`src/rtl/sad_pkg.sv`:
```
// Shared constants for the SAD datapath.
// Holds the default element width, memory depth and accumulator width, plus the
// muxsel encodings that choose the direction of the absolute-difference subtract.
package sad_pkg;
    localparam int unsigned DATA_W = 8;
    localparam int unsigned DEPTH  = 32;
    localparam int unsigned SUM_W  = 16;

    localparam logic MUX_T1_MINUS_T2 = 1'b0;
    localparam logic MUX_T2_MINUS_T1 = 1'b1;
endpackage

```
`src/rtl/sad_mem.sv`:
```
// DEPTH x DATA_W register file: synchronous write, asynchronous read.
// Ports:
//   Clk        clock, write on posedge
//   i_wr_en    write strobe
//   i_wr_addr  write address
//   i_wr_data  write data
//   i_rd_addr  read address
//   o_rd_data  combinational read data (old contents during a same-address write)
// Contents are deliberately not reset.
module sad_mem #(
    parameter int unsigned DATA_W = sad_pkg::DATA_W,
    parameter int unsigned DEPTH  = sad_pkg::DEPTH,
    parameter int unsigned ADDR_W = 5
) (
    input  logic              Clk,
    input  logic              i_wr_en,
    input  logic [ADDR_W-1:0] i_wr_addr,
    input  logic [DATA_W-1:0] i_wr_data,
    input  logic [ADDR_W-1:0] i_rd_addr,
    output logic [DATA_W-1:0] o_rd_data
);

    logic [DATA_W-1:0] r_mem [DEPTH];

    always_ff @(posedge Clk) begin
        if (i_wr_en) begin
            r_mem[i_wr_addr] <= i_wr_data;
        end
    end

    assign o_rd_data = r_mem[i_rd_addr];

endmodule

```
`src/rtl/sad_datapath.sv`:
```
// Sum-of-absolute-differences datapath driven by an external controller.
// Ports:
//   Clk, Rst                      clock, asynchronous active-high reset
//   i_clr, i_ld                   index clear / saturating increment
//   temp1_clr/ld, temp2_clr/ld    operand register clear / load from memory A / B
//   sum_clr, sum_ld               accumulator clear / accumulate diff
//   muxsel                        0: temp1-temp2, 1: temp2-temp1
//   R_en                          memory read enable
//   done                          capture accumulator into sad_out
//   wr_en, wr_sel, wr_addr, wr_data  host write port (wr_sel 0 = A, 1 = B)
//   temp1_gt_temp2                unsigned temp1 > temp2
//   i_lt_32                       index below DEPTH
//   sad_out                       registered result
module sad_datapath #(
    parameter int unsigned DATA_W = sad_pkg::DATA_W,
    parameter int unsigned DEPTH  = sad_pkg::DEPTH,
    parameter int unsigned SUM_W  = sad_pkg::SUM_W
) (
    input  logic              Clk,
    input  logic              Rst,
    input  logic              i_clr,
    input  logic              i_ld,
    input  logic              temp1_clr,
    input  logic              temp1_ld,
    input  logic              temp2_clr,
    input  logic              temp2_ld,
    input  logic              sum_clr,
    input  logic              sum_ld,
    input  logic              muxsel,
    input  logic              R_en,
    input  logic              done,
    input  logic              wr_en,
    input  logic              wr_sel,
    input  logic [4:0]        wr_addr,
    input  logic [DATA_W-1:0] wr_data,
    output logic              temp1_gt_temp2,
    output logic              i_lt_32,
    output logic [SUM_W-1:0]  sad_out
);
    import sad_pkg::*;

    localparam int unsigned IDX_W  = 6;
    localparam int unsigned ADDR_W = 5;

    logic [IDX_W-1:0]  r_i;
    logic [DATA_W-1:0] r_temp1;
    logic [DATA_W-1:0] r_temp2;
    logic [SUM_W-1:0]  r_sum;
    logic [SUM_W-1:0]  r_sad;

    logic              w_i_lt;
    logic              w_rd_en;
    logic [DATA_W-1:0] w_mem_a;
    logic [DATA_W-1:0] w_mem_b;
    logic [DATA_W-1:0] w_a_rd;
    logic [DATA_W-1:0] w_b_rd;
    logic [DATA_W-1:0] w_diff;
    logic [SUM_W-1:0]  w_diff_ext;

    assign w_i_lt  = (r_i < IDX_W'(DEPTH));
    // Reads past the end of the table return zero rather than aliasing entry 0.
    assign w_rd_en = R_en & w_i_lt;
    assign w_a_rd  = w_rd_en ? w_mem_a : '0;
    assign w_b_rd  = w_rd_en ? w_mem_b : '0;

    // Subtract wraps in DATA_W bits; the controller picks the direction so the
    // result is the absolute difference.
    assign w_diff     = (muxsel == MUX_T2_MINUS_T1) ? (r_temp2 - r_temp1) : (r_temp1 - r_temp2);
    assign w_diff_ext = SUM_W'(w_diff);

    sad_mem #(
        .DATA_W (DATA_W),
        .DEPTH  (DEPTH),
        .ADDR_W (ADDR_W)
    ) u_mem_a (
        .Clk       (Clk),
        .i_wr_en   (wr_en & (wr_sel == 1'b0)),
        .i_wr_addr (wr_addr),
        .i_wr_data (wr_data),
        .i_rd_addr (r_i[ADDR_W-1:0]),
        .o_rd_data (w_mem_a)
    );

    sad_mem #(
        .DATA_W (DATA_W),
        .DEPTH  (DEPTH),
        .ADDR_W (ADDR_W)
    ) u_mem_b (
        .Clk       (Clk),
        .i_wr_en   (wr_en & (wr_sel == 1'b1)),
        .i_wr_addr (wr_addr),
        .i_wr_data (wr_data),
        .i_rd_addr (r_i[ADDR_W-1:0]),
        .o_rd_data (w_mem_b)
    );

    // Index saturates at DEPTH so a stray increment never wraps back into range.
    always_ff @(posedge Clk or posedge Rst) begin
        if (Rst) begin
            r_i <= '0;
        end else if (i_clr) begin
            r_i <= '0;
        end else if (i_ld && w_i_lt) begin
            r_i <= r_i + IDX_W'(1);
        end
    end

    always_ff @(posedge Clk or posedge Rst) begin
        if (Rst) begin
            r_temp1 <= '0;
            r_temp2 <= '0;
        end else begin
            if (temp1_clr)     r_temp1 <= '0;
            else if (temp1_ld) r_temp1 <= w_a_rd;
            if (temp2_clr)     r_temp2 <= '0;
            else if (temp2_ld) r_temp2 <= w_b_rd;
        end
    end

    always_ff @(posedge Clk or posedge Rst) begin
        if (Rst) begin
            r_sum <= '0;
            r_sad <= '0;
        end else begin
            if (sum_clr)     r_sum <= '0;
            else if (sum_ld) r_sum <= r_sum + w_diff_ext;
            if (done)        r_sad <= r_sum;
        end
    end

    assign i_lt_32        = w_i_lt;
    assign temp1_gt_temp2 = (r_temp1 > r_temp2);
    assign sad_out        = r_sad;

endmodule

```
`config.mk`:
```
export PLATFORM = sky130hd
export DESIGN_NAME = sad_datapath
export DESIGN_NICKNAME = d
export VERILOG_FILES = /design/src/rtl/sad_pkg.sv /design/src/rtl/sad_mem.sv /design/src/rtl/sad_datapath.sv
export SDC_FILE = /design/constraint.sdc
export NUM_CORES = 1
export LEC_CHECK = 0
export BUFFER_PORTS_ARGS = -buffer_cell sky130_fd_sc_hd__buf_2
export CAP_MARGIN = 10
export CORE_MARGIN = 2
export CORE_UTILIZATION = 41
export CTS_CLUSTER_DIAMETER = 200
export DETAILED_ROUTE_END_ITERATION = 8
export PLACE_DENSITY_LB_ADDON = 0.1
export SLEW_MARGIN = 40
export SYNTH_ARGS = -nofsm -noshare
export SYNTH_HDL_FRONTEND = slang
export SYNTH_HIERARCHICAL = 1
export SYNTH_SLANG_ARGS = --single-unit
```
`constraint.sdc`:
```
create_clock -name Clk -period 3.5 [get_ports Clk]
set_input_delay 0.7 -clock Clk [delete_from_list [all_inputs] [get_ports Clk]]
set_output_delay 0.7 -clock Clk [all_outputs]
set_load 0.02 [all_outputs]
```
==> results.toml <==
[synth]
ys_async_sr_fraction_pct = 9.54
yosys_warnings = 6
synth-seq-cells = 566
synth-main-ff-cell = "edfxtp_1"
synth-edff-count = 512
synth_nets = 1213
ys_seq_area_share_pct = 72.5
synthCells = 1156
yosysUniqueCellTypes = 43
avgSynthCellArea_um2 = 19.9
synth_area_um2 = 23100

[timing]
setup_viol = 0
worstMarginPinSlew_ps = 797
period_minus_slack_ps = 3320
clock_skew_ps = 21.4
hold_viol = 0
slew_headroom_pct = 46.9
whs_ps = 147
finalMaxSlewViolations = 0
finalCritPeriodShare_pct = 94.8
fmax_mhz = 301

[grt]
grt_pass1_wl_um = 77400
grtUsageTotal_pct = 18.5
grt_max_degree = 65
grt_pass1_vias = 11500
overflow = 0
antenna_found_initial = 0

[clock_network]
cts_root_buf = "clkbuf_16"
cts-buffers-inserted = 58
worst_skew_pair.late_latency_ps = 610
htreeDepth = 2
hold_buffers = 0
clock_path_buffers = 3
cts_tree = "yes"
path_clk_slew_ps = 60
cts_num_sinks = 566

[setup_path]
crit_path_end_kind = "register"
criticalPathCategory = "register to register"
start_kind = "register"
arrival_ps = 3810
cp_max_fo = 5
required_ps = 3990

[pwr]
leakagePower_nw = 8.69
powerDensity_nw_per_um2 = 553
p_sw_mw = 3.30
clkPwrFrac_pct = 39.6
ir_drop_mv = 0.388
p_seq_share_pct = 51.3
p_sw_share_pct = 22.4
p_int_mw = 11.4
combPwrFrac_pct = 9.1

[finish]
drive_above_1_share_pct = 32.1
final_area_um2 = 26600
fillers = 4636
n_antenna_cell = 0
syn2layout_area_growth_pct = 15.4
layout_common_cells = "edfxtp_1, mux4_2, nor2_1, buf_4, clkbuf_16"
nNetsFinal = 1357
final_util_pct = 48.1
layout_commonest_cell = "edfxtp_1"

[route]
first_pass_iters = 7
wl_um = 52100
drc_errors = 0
viasPerCell = 5.40
vias = 11300
ant_nets = 0
drtIter0Drc = 1014
wl_per_cell_um = 24.9

[flow_run]
cap_violations = 0

[die]
coreArea_um2 = 55300
row_count = 86
start_util_pct = 41.7
die_width_um = 241
dieArea_um2 = 58200
dieHeight_um = 241
io_pins = 46

[outcome]
status = "complete, no violations"

[placed_design]
place_hpwl_um = 32600
gp_congestion = 0.809
placed_area_um2 = 24800
place.port_buffers = 45

[min_path]
hp-class = "primary input to asynchronous set/reset pin"
==> worst paths after layout <==
path,from,to,slack [ps],cells after the start
setup / recovery,r_temp1[0]$_DFFE_PP0P_,r_sum[14]$_DFFE_PP0P_,180,16
hold / removal,Rst,sad_out[9]$_DFFE_PP0P_,150,2
setup reg to reg,r_temp1[0]$_DFFE_PP0P_,r_sum[14]$_DFFE_PP0P_,180,16
hold reg to reg,sad_out[2]$_DFFE_PP0P_,sad_out[2]$_DFFE_PP0P_,500,1
max in group asynchronous,Rst,r_sum[4]$_DFFE_PP0P_,2670,3
min in group Clk,i_clr,r_i[3]$_DFFE_PP0P_,320,2
==> critical path, stage by stage (launching register included) <==
cell and delay, ps:
dfrtp_1 400, inv_1 70, ha_2 170, inv_1 50, fa_2 340, a21o_1 190
a21oi_2 210, o221ai_2 150, a221oi_2 270, xnor2_1 130, ha_2 390, nand4_1 120
a211oi_2 220, buf_4 150, o211ai_1 110, xor2_1 180, nor2_1 50
==> final cells by class <==
cell class                 count  area (µm²)  share of cell area (%)
sequential                   566       16700                    62.9
multi-input combinational    509        6030                    22.7
clock buffer                  74        1580                    5.92
timing repair buffer         138        1040                    3.89
tap                          748         936                    3.52
clock inverter                29         195                   0.733
inverter                      27         101                   0.381
==> cell families (layout without fill, tap and decap cells) <==
group / after synthesis / count (layout) / share of synthesized area [%]
mux: 201 / 201 / 17.6
simple gates: 190 / 190 / 4.05
flops: 566 / 566 / 72.5
compound gates: 72 / 72 / 1.93
xor+xnor: 17 / 17 / 0.646
buf+inv: 81 / 268 / 1.60
fa+ha+maj: 29 / 29 / 1.67
==> per-stage QoR <==
stage	total power [mW]	setup slack [ps]	TNS [ps]	instances
2_1_floorplan	8.52	405	0	1156
3_3_place_gp	8.98	121	0	1985
3_5_place_dp	8.99	70.2	0	1985
4_1_cts	14.9	56.6	0	2088
5_1_grt	15.3	-81.5	-136	2091
6_report	14.7	183	0	2091
==> state kept, by name, summed over array words and instances (netlist names) <==
| name | flops |
|---|---|
| u_mem_a/r_mem | 256 |
| u_mem_b/r_mem | 256 |
| r_sum | 16 |
| sad_out | 16 |
| r_temp1 | 8 |
| r_temp2 | 8 |
| r_i | 6 |
==> repair_timing <==
| action | 4_1_cts | 5_1_grt |
|---|---|---|
| buffers inserted | 0 | 3 |
| gates resized for setup | 0 | 17 |
| endpoints found under the setup margin | 0 | 9 |
==> synth_stat cells, drive strengths merged, types with 7 or more instances <==
master | count | area share (%)
mux2i | 8 | 0.35
buf | 34 | 0.83
mux4 | 160 | 16
nand3b | 13 | 0.42
xor2 | 11 | 0.42
clkbuf | 20 | 0.33
inv | 27 | 0.44
nor2 | 89 | 1.4
nand2 | 13 | 0.21
edfxtp | 512 | 67
mux2 | 33 | 1.6
dfrtp | 54 | 5.9
o21ai | 12 | 0.26
nand3 | 26 | 0.56
ha | 26 | 1.4
a21oi | 36 | 0.78
or3 | 7 | 0.19
nand2b | 19 | 0.52
==> power by group through the flow <==
stage	Clock (mW)	Combinational [mW]	Sequential (mW)
final	5.83	1.34	7.55
after global routing	6.27	1.46	7.56
after CTS	6.01	1.30	7.55
after detailed placement	0	1.30	7.69
after global placement	0	1.29	7.69
after floorplan	0	0.832	7.69
==> routing by layer <==
metal / routed length, µm / GRT usage [%] / part of all wire [%] / up-vias
met5: 0 / 0 / 0 / -
met4: 977 / 4.32 / 1.9 / 0
met3: 2440 / 3.50 / 4.7 / 66
met2: 25000 / 29.4 / 48 / 253
met1: 23600 / 26.7 / 45 / 6003
li1: - / - / - / 4979
No activity file was read; power rests on OpenSTA's default activity.
